$ cat src/rtl/tmds_encoder.sv
// tmds_encoder: one DVI TMDS channel, 8b/10b transition-minimising DC-balancing encoder
// Ports:
//   clk     pixel clock, all registers on rising edge
//   rst     asynchronous active-low reset
//   din     8-bit pixel component, used when de=1
//   c0, c1  control bits, used when de=0
//   de      data enable (1 = active video, 0 = control period)
//   dout    10-bit TMDS symbol, dout[0] sent first, 2-cycle latency
//   dout_de de delayed to line up with dout
module tmds_encoder #(
    parameter int CNT_W = 5
) (
    input  logic       clk,
    input  logic       rst,
    input  logic [7:0] din,
    input  logic       c0,
    input  logic       c1,
    input  logic       de,
    output logic [9:0] dout,
    output logic       dout_de
);
    logic [7:0] din_q;
    logic       de_q;
    logic [1:0] c_q;
    logic [3:0] n1d_q, n1d_d;
    logic [9:0] dout_q, dout_d, data_sym, ctrl_sym;
    logic       dout_de_q;
    logic signed [CNT_W-1:0] cnt_q, cnt_d, cnt_data, diff;
    logic [8:0] q_m;
    logic [3:0] n1q;
    logic       xnor_sel, sel_a, sel_b;

    always_comb begin
        n1d_d = '0;
        for (int i = 0; i < 8; i++) n1d_d = n1d_d + 4'(din[i]);
    end

    always_ff @(posedge clk or negedge rst) begin
        if (!rst) begin
            din_q     <= '0;
            de_q      <= 1'b0;
            c_q       <= '0;
            n1d_q     <= '0;
            dout_q    <= 10'h354;
            dout_de_q <= 1'b0;
            cnt_q     <= '0;
        end else begin
            din_q     <= din;
            de_q      <= de;
            c_q       <= {c1, c0};
            n1d_q     <= n1d_d;
            dout_q    <= dout_d;
            dout_de_q <= de_q;
            cnt_q     <= cnt_d;
        end
    end

    always_comb begin
        xnor_sel = n1d_q > 4'd4 || (n1d_q == 4'd4 && !din_q[0]);
        q_m      = '0;
        q_m[0]   = din_q[0];
        for (int i = 1; i < 8; i++) q_m[i] = xnor_sel ? ~(q_m[i-1] ^ din_q[i]) : q_m[i-1] ^ din_q[i];
        q_m[8]   = ~xnor_sel;
        n1q      = '0;
        for (int i = 0; i < 8; i++) n1q = n1q + 4'(q_m[i]);
        // n1q - n0q = 2*n1q - 8, always within -8..+8
        diff     = (CNT_W'(n1q) <<< 1) - CNT_W'(8);
        sel_a    = cnt_q == '0 || diff == '0;
        // outside branch A both are non-zero, so matching signs mean "same direction"
        sel_b    = cnt_q[CNT_W-1] == diff[CNT_W-1];
        data_sym = sel_a ? {~q_m[8], q_m[8], q_m[8] ? q_m[7:0] : ~q_m[7:0]} :
                   sel_b ? {1'b1, q_m[8], ~q_m[7:0]} :
                           {1'b0, q_m[8], q_m[7:0]};
        cnt_data = sel_a ? cnt_q + (q_m[8] ? diff : -diff) :
                   sel_b ? cnt_q + (q_m[8] ? CNT_W'(2) : CNT_W'(0)) - diff :
                           cnt_q + diff - (q_m[8] ? CNT_W'(0) : CNT_W'(2));
        ctrl_sym = c_q == 2'b00 ? 10'h354 :
                   c_q == 2'b01 ? 10'h0AB :
                   c_q == 2'b10 ? 10'h154 : 10'h2AB;
        dout_d   = de_q ? data_sym : ctrl_sym;
        // disparity restarts from zero at every control period
        cnt_d    = de_q ? cnt_data : '0;
    end

    assign dout    = dout_q;
    assign dout_de = dout_de_q;
endmodule
$ cat config.mk
export PLATFORM = sky130hd
export DESIGN_NAME = tmds_encoder
export DESIGN_NICKNAME = d
export VERILOG_FILES = /design/src/rtl/tmds_encoder.sv
export SDC_FILE = /design/constraint.sdc
export NUM_CORES = 1
export LEC_CHECK = 0
export ABC_AREA = 0
export CAP_MARGIN = 15
export CORE_ASPECT_RATIO = 0.75
export CORE_MARGIN = 2
export CORE_UTILIZATION = 30
export CTS_BUF_LIST = sky130_fd_sc_hd__clkbuf_16
export DETAILED_ROUTE_END_ITERATION = 10
export HOLD_SLACK_MARGIN = 0.1
export SLEW_MARGIN = 0
export SYNTH_ARGS = -nofsm -noshare
export SYNTH_HDL_FRONTEND = slang
export SYNTH_SLANG_ARGS = --single-unit
export TNS_END_PERCENT = 100
$ cat constraint.sdc
create_clock -name clk -period 5.1 [get_ports clk]
set_input_delay 1.02 -clock clk [delete_from_list [all_inputs] [get_ports clk]]
set_output_delay 1.02 -clock clk [all_outputs]
set_load 0.005 [all_outputs]
# After elaboration in Yosys (flattened, before gate mapping)

Index checks and enable logic that the tools add are counted.

Bits in registers: 31
Input port bits: 13
Output and inout bits: 11
Logic and storage cells: 76

Add/subtract/negate cells: 21
Magnitude comparators: 1
Equal/unequal tests: 4
Mux-type cells: 20
Bitwise operators: 16
Reduce and logical (&&, ||, !) cells: 7

Operators by type and width:

| cell                  | number |
|---|---|
| $mux W10              | 6 |
| $add A4 B1 Y4         | 8 |
| $mux W5               | 4 |
| $add A5 B5 Y5         | 2 |
| $logic_not A5 Y1      | 2 |
| $add A3 B1 Y4         | 2 |
| $mux W8               | 1 |
| $not A1 Y1            | 8 |
| $not A8 Y8            | 1 |
| $mux W1               | 7 |
| $xor A1 B1 Y1         | 7 |
| $add A2 B1 Y3         | 2 |
| $add A5 B3 Y5         | 1 |
| $neg A5 Y5            | 1 |
| $sub A5 B3 Y5         | 1 |
| $sub A5 B4 Y5 const B | 1 |
| $sub A5 B5 Y5         | 1 |
| $add A1 B1 Y2         | 2 |
| $eq A4 B3 Y1 const B  | 1 |
| $gt A4 B3 Y1 const B  | 1 |
| $mux W2               | 2 |
| $eq A2 B1 Y1 const B  | 1 |
| $eq A2 B2 Y1 const B  | 1 |
| $logic_not A2 Y1      | 1 |
| 4 further kinds       | 5 |

# Logic depth before layout (Yosys ltp)

Gate-level depths: netlist of the first run.

Depth after elaboration: 29
Mapped depth: 19
Gate-level depth less buffers: 19

# Least setup slack after synthesis of the first run

No wires, ideal clock.

Kind: register to register
Start point: reg din_q[0]
End point: reg dout_q[0], in the netlist dout[0]
Setup time: 0.118 ns
Arrival: 5.507 ns
Path slack: -0.525 ns
Cell stages (with the launch flop): 17
Period minus slack after synthesis: 5.625 ns
Path through: dfrtp_1 -> xor3_2 -> xnor2_1 -> xor2_1 -> fa_1 -> xnor2_1 -> ha_1 -> fa_1 -> ha_1 -> fa_1 -> xor2_1 -> ha_1 -> xnor2_1 -> nor2_1 -> a21oi_1 -> xor2_1 -> a21o_1

Word-level cells in the longest chain between the ends: 28
Elaborated cells on any way between the ends: 40
Classes of those cells: add/sub: 8; eq/ne: 1; mux: 11; bitwise: 15; reduce/logical: 5

RTL lines:

| item                                                                   | RTL line | RTL |
|---|---|---|
| start, declared                                                        | 22       | `logic [7:0] din_q;` |
| start signal, assigned                                                 | 48       | `din_q <= din;` |
| parallel branches: the longest is 26 deep, another holds $add A3 B1 Y4 | -        |  |
| $mux W10 (*)                                                           | 71       | `data_sym = sel_a ? {~q_m[8], q_m[8], q_m[8] ? q_m[7:0] : ~q_m[7:0]} :` |
| $mux W10 (*)                                                           | 80       | `dout_d = de_q ? data_sym : ctrl_sym;` |
| named net dout_d[0]                                                    | 26       | `logic [9:0] dout_q, dout_d, data_sym, ctrl_sym;` |
| end signal, assigned                                                   | 52       | `dout_q <= dout_d;` |
| end, declared                                                          | 26       |  |

Mark *: on every way through the listed nets, which the timed path passes.

# Final worst setup path of the first run

Start point: reg din_q[1]
End point: reg cnt_q[4]

Word-level cells in the longest chain between the ends: 28
Elaborated cells on any way between the ends: 41
Classes of those cells: add/sub: 13; eq/ne: 1; mux: 11; bitwise: 14; reduce/logical: 2

RTL lines:

| item                                                                   | RTL line | RTL |
|---|---|---|
| $xor A1 B1 Y1 (*)                                                      | 62       | `for (int i = 1; i < 8; i++) q_m[i] = xnor_sel ? ~(q_m[i-1] ^ din_q[i]) : q_m[i-1] ^ din_q[i];` |
| $not A1 Y1                                                             | 62       |  |
| $mux W1 (*)                                                            | 62       |  |
| parallel branches: the longest is 18 deep, another holds $add A3 B1 Y4 | -        |  |
| $add A4 B1 Y4 (*)                                                      | 65       | `for (int i = 0; i < 8; i++) n1q = n1q + 4'(q_m[i]);` |
| $sub A5 B4 Y5 (*)                                                      | 67       | `diff = (CNT_W'(n1q) <<< 1) - CNT_W'(8);` |
| $add A5 B5 Y5 / $neg A5 Y5 (equally long branches)                     | 76, 74   |  |
| $sub A5 B3 Y5 / $mux W5 (equally long branches)                        | 76, 74   |  |
| $mux W5 / $add A5 B5 Y5 (equally long branches)                        | 75, 74   |  |
| $mux W5 (*)                                                            | 74       | `cnt_data = sel_a ? cnt_q + (q_m[8] ? diff : -diff) :` |
| $mux W5 (*)                                                            | 82       | `cnt_d = de_q ? cnt_data : '0;` |
| named net cnt_d[4]                                                     | 28       | `logic signed [CNT_W-1:0] cnt_q, cnt_d, cnt_data, diff;` |
| end signal, assigned                                                   | 54       | `cnt_q <= cnt_d;` |
| end, declared                                                          | 28       |  |

Marks and branches as above.

==> results of run 1 <==
synth_stat cells (all sizes together) (2+ instances only):
cell / instances
inv: 29
fa: 12
dfrtp: 25
xnor2: 21
xor2: 11
a21oi: 11
a21o: 11
a211oi: 2
nand2: 3
clkbuf: 2
nor3: 2
dfstp: 5
nor2: 12
o21bai: 2
ha: 24
placed cells by master, fill, tap and decap left out, types with 2 or more instances in the layout:
cell and instances:
xnor2_4 2, inv_1 29, fa_1 12, clkdlybuf4s50_1 23, xnor2_1 18, a21o_1 11
nor2_1 12, inv_2 2, buf_4 14, dfrtp_1 25, a21oi_2 3, nor3_1 2
a21oi_1 6, nand2_1 3, dfstp_2 5, ha_1 20, ha_4 3, o21bai_1 2
clkbuf_16 5, a21oi_4 2, xor2_1 10
registers in the layout, indices dropped and copies added, names as in the netlist:
| name | flops |
|---|---|
| dout_de | 1 |
| cnt_q | 4 |
| din_q | 8 |
| de_q | 1 |
| n1d_q | 4 |
| c_q | 2 |
| dout | 10 |
how the worst max path moves through the flow:
stage	start	endpoint	slack, ns
2_1_floorplan	din_q[0]$_DFF_PN0_	cnt_q[4]$_DFF_PN0_	0.002
3_3_place_gp	din_q[1]$_DFF_PN0_	cnt_q[4]$_DFF_PN0_	0.02
3_5_place_dp	din_q[1]$_DFF_PN0_	cnt_q[4]$_DFF_PN0_	-0.04
4_1_cts	din_q[0]$_DFF_PN0_	cnt_q[4]$_DFF_PN0_	0.003
5_1_grt	din_q[1]$_DFF_PN0_	cnt_q[4]$_DFF_PN0_	-0.10
6_report	din_q[1]$_DFF_PN0_	cnt_q[4]$_DFF_PN0_	0.15
what timing repair did:
item	4_1_cts	5_1_grt
setup endpoints to repair	3	13
resized for setup	5	5
gates cloned	0	0
pin swaps	16	10
buffers inserted	2	3
area by class of cell:
class | instances | area, um^2 | share of cell area [%]
multi-input combinational | 120 | 1310 | 47.6
clock buffer | 5 | 125 | 4.54
clock inverter | 3 | 11.3 | 0.409
tap | 84 | 105 | 3.81
inverter | 29 | 109 | 3.95
sequential | 30 | 757 | 27.5
timing repair buffer | 37 | 335 | 12.2
stage by stage:
step | worst slack, ns | utilization, % | setup TNS (ns)
finish | 0.150 | 40.9 | 0
global route | -0.102 | 40.9 | -0.102
CTS | 0.00277 | 40.2 | 0
detailed placement | -0.0403 | 37.3 | -0.0403
global placement | 0.0246 | 37.3 | 0
floorplan | 0.00168 | - | 0
cells by family after synthesis:
family	share of synthesized area, %
multiplexers	1.03
adder cells (fa/ha/maj)	26.2
XOR/XNOR	16.9
AO/OA/AOI/OAI	9.48
buffers and inverters	5.65
flip-flops	36.8
AND/OR/NAND/NOR	3.95
metal layers:
metal | routed length [um] | vias to the layer above | track usage [%]
met2 | 1620 | 25 | 17.3
met5 | 0 | - | 0
met4 | 35 | 0 | 3.20
met3 | 146 | 5 | 3.12
li1 | - | 660 | -
met1 | 1870 | 609 | 14.6
==> reports/qor.yml, run 1 <==
status: "complete, no violations"
antenna_found_initial: 0
vias_per_inst: 4.22
synth.yosys.seq_area_share_pct: 36.8
r2r.worst_path.cells: 19
placer_s_final_routability_congestion_estimate: 0.787
timing.max_slew.rel_slack_pct: 32.7
clock_tree_from_tritoncts: "built"
drt-initial-drc-count: 51
die_w_um: 99.7
worst_skew_pair.late_latency_ns: 0.27
worstPathArrival_ns: 5.15
post_syn_area_um2: 2060
drv_slew: 0
cts_max_level: 2
layout-drive-gt1-share_pct: 19.6
class_of_the_worst_hold_path: "flop to flop"
holdCritStartpoint: "de_q$_DFF_PN0_"
critPathTopFamily: "adder cells"
syn-num-nets: 230
unrepaired_setup_endpoints_after_global_routing: "yes"
report.final.hold_viol_count: 0
post-route-cell-area_um2: 2760
synth_largest_type_area_fraction_pct: 30.4
stage_delay_of_the_slowest_cell_on_the_critical_path_ns: 0.52
worst-path-stages: 19
post-dp-hpwl_um: 2890
hold_slack_ns: 0.615
clock_sinks: 30
maxCapViolations: 0
numCtsBuffers: 5
regToRegEndpoint: "cnt_q[4]$_DFF_PN0_"
setup.worst_path.class: "flop to flop"
grt_pass1_vias: 1387
globalRouteTotalUtil_pct: 10.9
place.detailed.instances: 295
clkTransAtPathRegs_ns: 0.05
grt_pass1_wl_um: 6360
placementRows: 26
fmaxAchievable_mhz: 202
ant_nets: 0
design.final.nets: 272
io_pins: 24
final_cell_count_no_fill: 308
startpoint_class: "flop"
cts_buffer_depth: 2
path_cells: "xor3_2, xnor2_2, xor2_1, fa_1, xnor2_1, ha_1, fa_1, ha_2, fa_1, inv_2, ha_4, mux2_4, ha_4, a21o_1, a21oi_2, xnor2_1, xnor2_1, nand2_1, a21oi_2"
synth_warnings: 0
grt.overflow.total: 0
timing.critical_path.slowest_stage_cell: "fa_1"
floorplan.die_area_um2: 7550
r2r-start: "din_q[1]$_DFF_PN0_"
fin_crit_ns: 4.95
min_to: "dout_de$_DFF_PN0_"
synth_top_cells_by_area: "dfrtp_1, ha_1, fa_1"
asyncSetResetFlopFracSynth_pct: 100
synth.avg_cell_area_um2: 11.4
ys_ff_latch: 30
reg2reg_setup_slack_ns: 0.15
area_growth_syn_to_layout_pct: 33.8
worst_setup_path_end_kind: "flop"
layout_worst_path_cycle_share_pct: 97.1
timing_worst_slew_pin_value_ns: 0.996
wl_per_cell_um: 11.9
yosys_most_used_dff: "dfrtp_1"
crit_buf_inv: 1
num-fill-cells: 621
cts_root_buf: "clkbuf_16"
worst-endpoint-required_ns: 5.29
timing.hold.worst_path_depth: 0
synth_top_cell_by_area: "dfrtp_1"
io_buffer_count: 23
routed-via-count: 1299
drt_first_pass_iters: 5
holdBufCountCts: 0
report.final.setup_viol: 0
synth_edf_count: 0
placement.cell_area_um2: 2510
cp_max_fo: 3
start_util_pct: 30.6
chipHeight_um: 75.8
post_synthesis_instance_total: 181
grt_max_degree: 31
placeableCoreArea_um2: 6730
clock-skew-final_ns: 0.00686
drt_wl_total_um: 3680
synth.distinct_cells: 26
antenna-diode-count: 0
drt_drc_violations_left: 0
Power of run 1 is not shown: default switching activity piles up to over one toggle a cycle in this logic, so the estimate is an artifact.
==> inputs of run 2 (changes only) <==
--- a/config.mk
+++ b/config.mk
@@ -9,10 +9,11 @@
 export CAP_MARGIN = 15
 export CORE_ASPECT_RATIO = 0.75
 export CORE_MARGIN = 2
-export CORE_UTILIZATION = 30
+export CORE_UTILIZATION = 45
 export CTS_BUF_LIST = sky130_fd_sc_hd__clkbuf_16
 export DETAILED_ROUTE_END_ITERATION = 10
 export HOLD_SLACK_MARGIN = 0.1
+export PLACE_DENSITY = 0.69
 export SLEW_MARGIN = 0
 export SYNTH_ARGS = -nofsm -noshare
 export SYNTH_HDL_FRONTEND = slang
==> reports/qor.yml, run 2 (same netlist as run 1, synthesis figures left out) <==
status: "complete, no violations"
fmaxAchievable_mhz: 199  # -1.5%
placementRows: 21  # -19%
post-dp-hpwl_um: 2990  # +3.4%
grt_max_degree: 31  # unchanged
report.final.setup_viol: 0  # unchanged
startpoint_class: "flop"
worst_setup_path_end_kind: "flop"
vias_per_inst: 4.89  # +16%
antenna_found_initial: 0  # unchanged
report.final.hold_viol_count: 0  # unchanged
chipHeight_um: 62.6  # -17%
routed-via-count: 1363  # +4.9%
antenna-diode-count: 0  # unchanged
timing.max_slew.rel_slack_pct: 29.3  # -3.5 points
globalRouteTotalUtil_pct: 17.6  # +6.8 points
final_setup_margin_ns: 0.0722  # -0.0774 ns
final_cell_mix: "inv_1, dfrtp_1, clkdlybuf4s50_1"
drt_wl_total_um: 4000  # +8.8%
grt_pass1_vias: 1443  # +4.0%
area_growth_syn_to_layout_pct: 31.8
dp_slack_ns: -0.145  # -0.104 ns
io_buffer_count: 23  # unchanged
layout.cells.most_common: "inv_1"
io_pins: 24  # unchanged
setup.worst_path.class: "flop to flop"
cts_buffer_depth: 2  # unchanged
clock_tree_from_tritoncts: "built"
placeableCoreArea_um2: 4440  # -34%
fin_crit_ns: 5.03  # +0.0774 ns
drt-initial-drc-count: 49  # -3.9%
drt_drc_violations_left: 0  # unchanged
drv_slew: 0  # unchanged
worst_skew_pair.late_latency_ns: 0.27  # about the same
start_util_pct: 46.4  # +16 points
drt_first_pass_iters: 4  # -1
worst-endpoint-required_ns: 5.30  # about the same
worstPathArrival_ns: 5.22  # +0.07 ns
clock_sinks: 30  # unchanged
cts_root_buf: "clkbuf_16"
layout_worst_path_cycle_share_pct: 98.6  # +1.5 points
clkTransAtPathRegs_ns: 0.05  # about the same
cp_max_fo: 4  # +1
grt_pass1_wl_um: 6660  # +4.7%
die_w_um: 82.1  # -18%
maxCapViolations: 0  # unchanged
design.final.nets: 270  # -0.74%
timing_worst_slew_pin_value_ns: 1.05  # +0.0513 ns
numCtsBuffers: 5  # unchanged
floorplan.die_area_um2: 5140  # -32%
grt.overflow.total: 0  # unchanged
wl_per_cell_um: 14.3  # +20%
clock-skew-final_ns: 0.00585  # -0.00101 ns
ant_nets: 0  # unchanged
largest_register_ffs: 10  # unchanged
unrepaired_setup_endpoints_after_global_routing: "yes"
placer_s_final_routability_congestion_estimate: 0.839  # +6.6%
class_of_the_worst_hold_path: "flop to flop"
cts_max_level: 2  # unchanged
layout-drive-gt1-share_pct: 20.3  # +0.63 points
-- run 2: final timing paths --
path / depth (start not counted) / endpoint / slack (ns) / from
max: 18 / cnt_q[4]$_DFF_PN0_ / 0.07 / din_q[1]$_DFF_PN0_
max in group asynchronous: 2 / dout[6]$_DFF_PN1_ / 3.66 / rst
max reg2reg: 18 / cnt_q[4]$_DFF_PN0_ / 0.07 / din_q[1]$_DFF_PN0_
min: 0 / dout_de$_DFF_PN0_ / 0.61 / de_q$_DFF_PN0_
min in group asynchronous: 2 / c_q[0]$_DFF_PN0_ / 1.14 / rst
min reg2reg: 0 / dout_de$_DFF_PN0_ / 0.61 / de_q$_DFF_PN0_
-- run 2: repair_timing --
action | in CTS | in global routing
endpoints found under the setup margin | 3 | 13
setup buffers | 3 | 2
gates resized for setup | 6 | 6
pin swaps | 16 | 14
hold buffers | 0 | 0
-- run 2: through the flow --
step                utilization, %  cells  hold slack, ns  area (um^2)  setup TNS, ns
floorplan                        -    181           0.393         2120              0
global placement              55.5    266           0.607         2460        -0.0666
detailed placement            55.5    266           0.608         2460         -0.147
CTS                           60.1    277           0.614         2670        -0.0409
global route                  61.1    279           0.664         2710         -0.185
finish                        61.1    279           0.612         2710              0
-- run 2: layout make-up --
cell class / count / area [um^2]
fill: 340 / 1730
multi-input combinational: 120 / 1320
sequential: 30 / 757
timing repair buffer: 35 / 320
clock buffer: 5 / 125
inverter: 29 / 109
tap: 57 / 71.3
clock inverter: 3 / 12.5
-- run 2: critical path, stage by stage (launching register included) --
cell and delay, ns:
dfrtp_1 0.39, xor3_2 0.41, xnor2_2 0.17, xor2_1 0.21
fa_1 0.48, xnor2_1 0.15, ha_1 0.30, fa_1 0.46
ha_2 0.21, fa_1 0.52, inv_2 0.09, ha_4 0.29
inv_2 0.04, ha_1 0.27, a21o_1 0.21, a21oi_2 0.20
xnor2_1 0.10, a211o_1 0.30, a21oi_2 0.15
-- run 2: per-layer routing --
layer | up-vias | wire length (um) | global-route usage, %
li1 | 656 | - | -
met1 | 653 | 1720 | 22.6
met4 | 0 | 111 | 7.50
met2 | 45 | 1970 | 28.3
met5 | - | 0 | 0
met3 | 9 | 195 | 4.34
Power of run 2 is left out for the same reason.
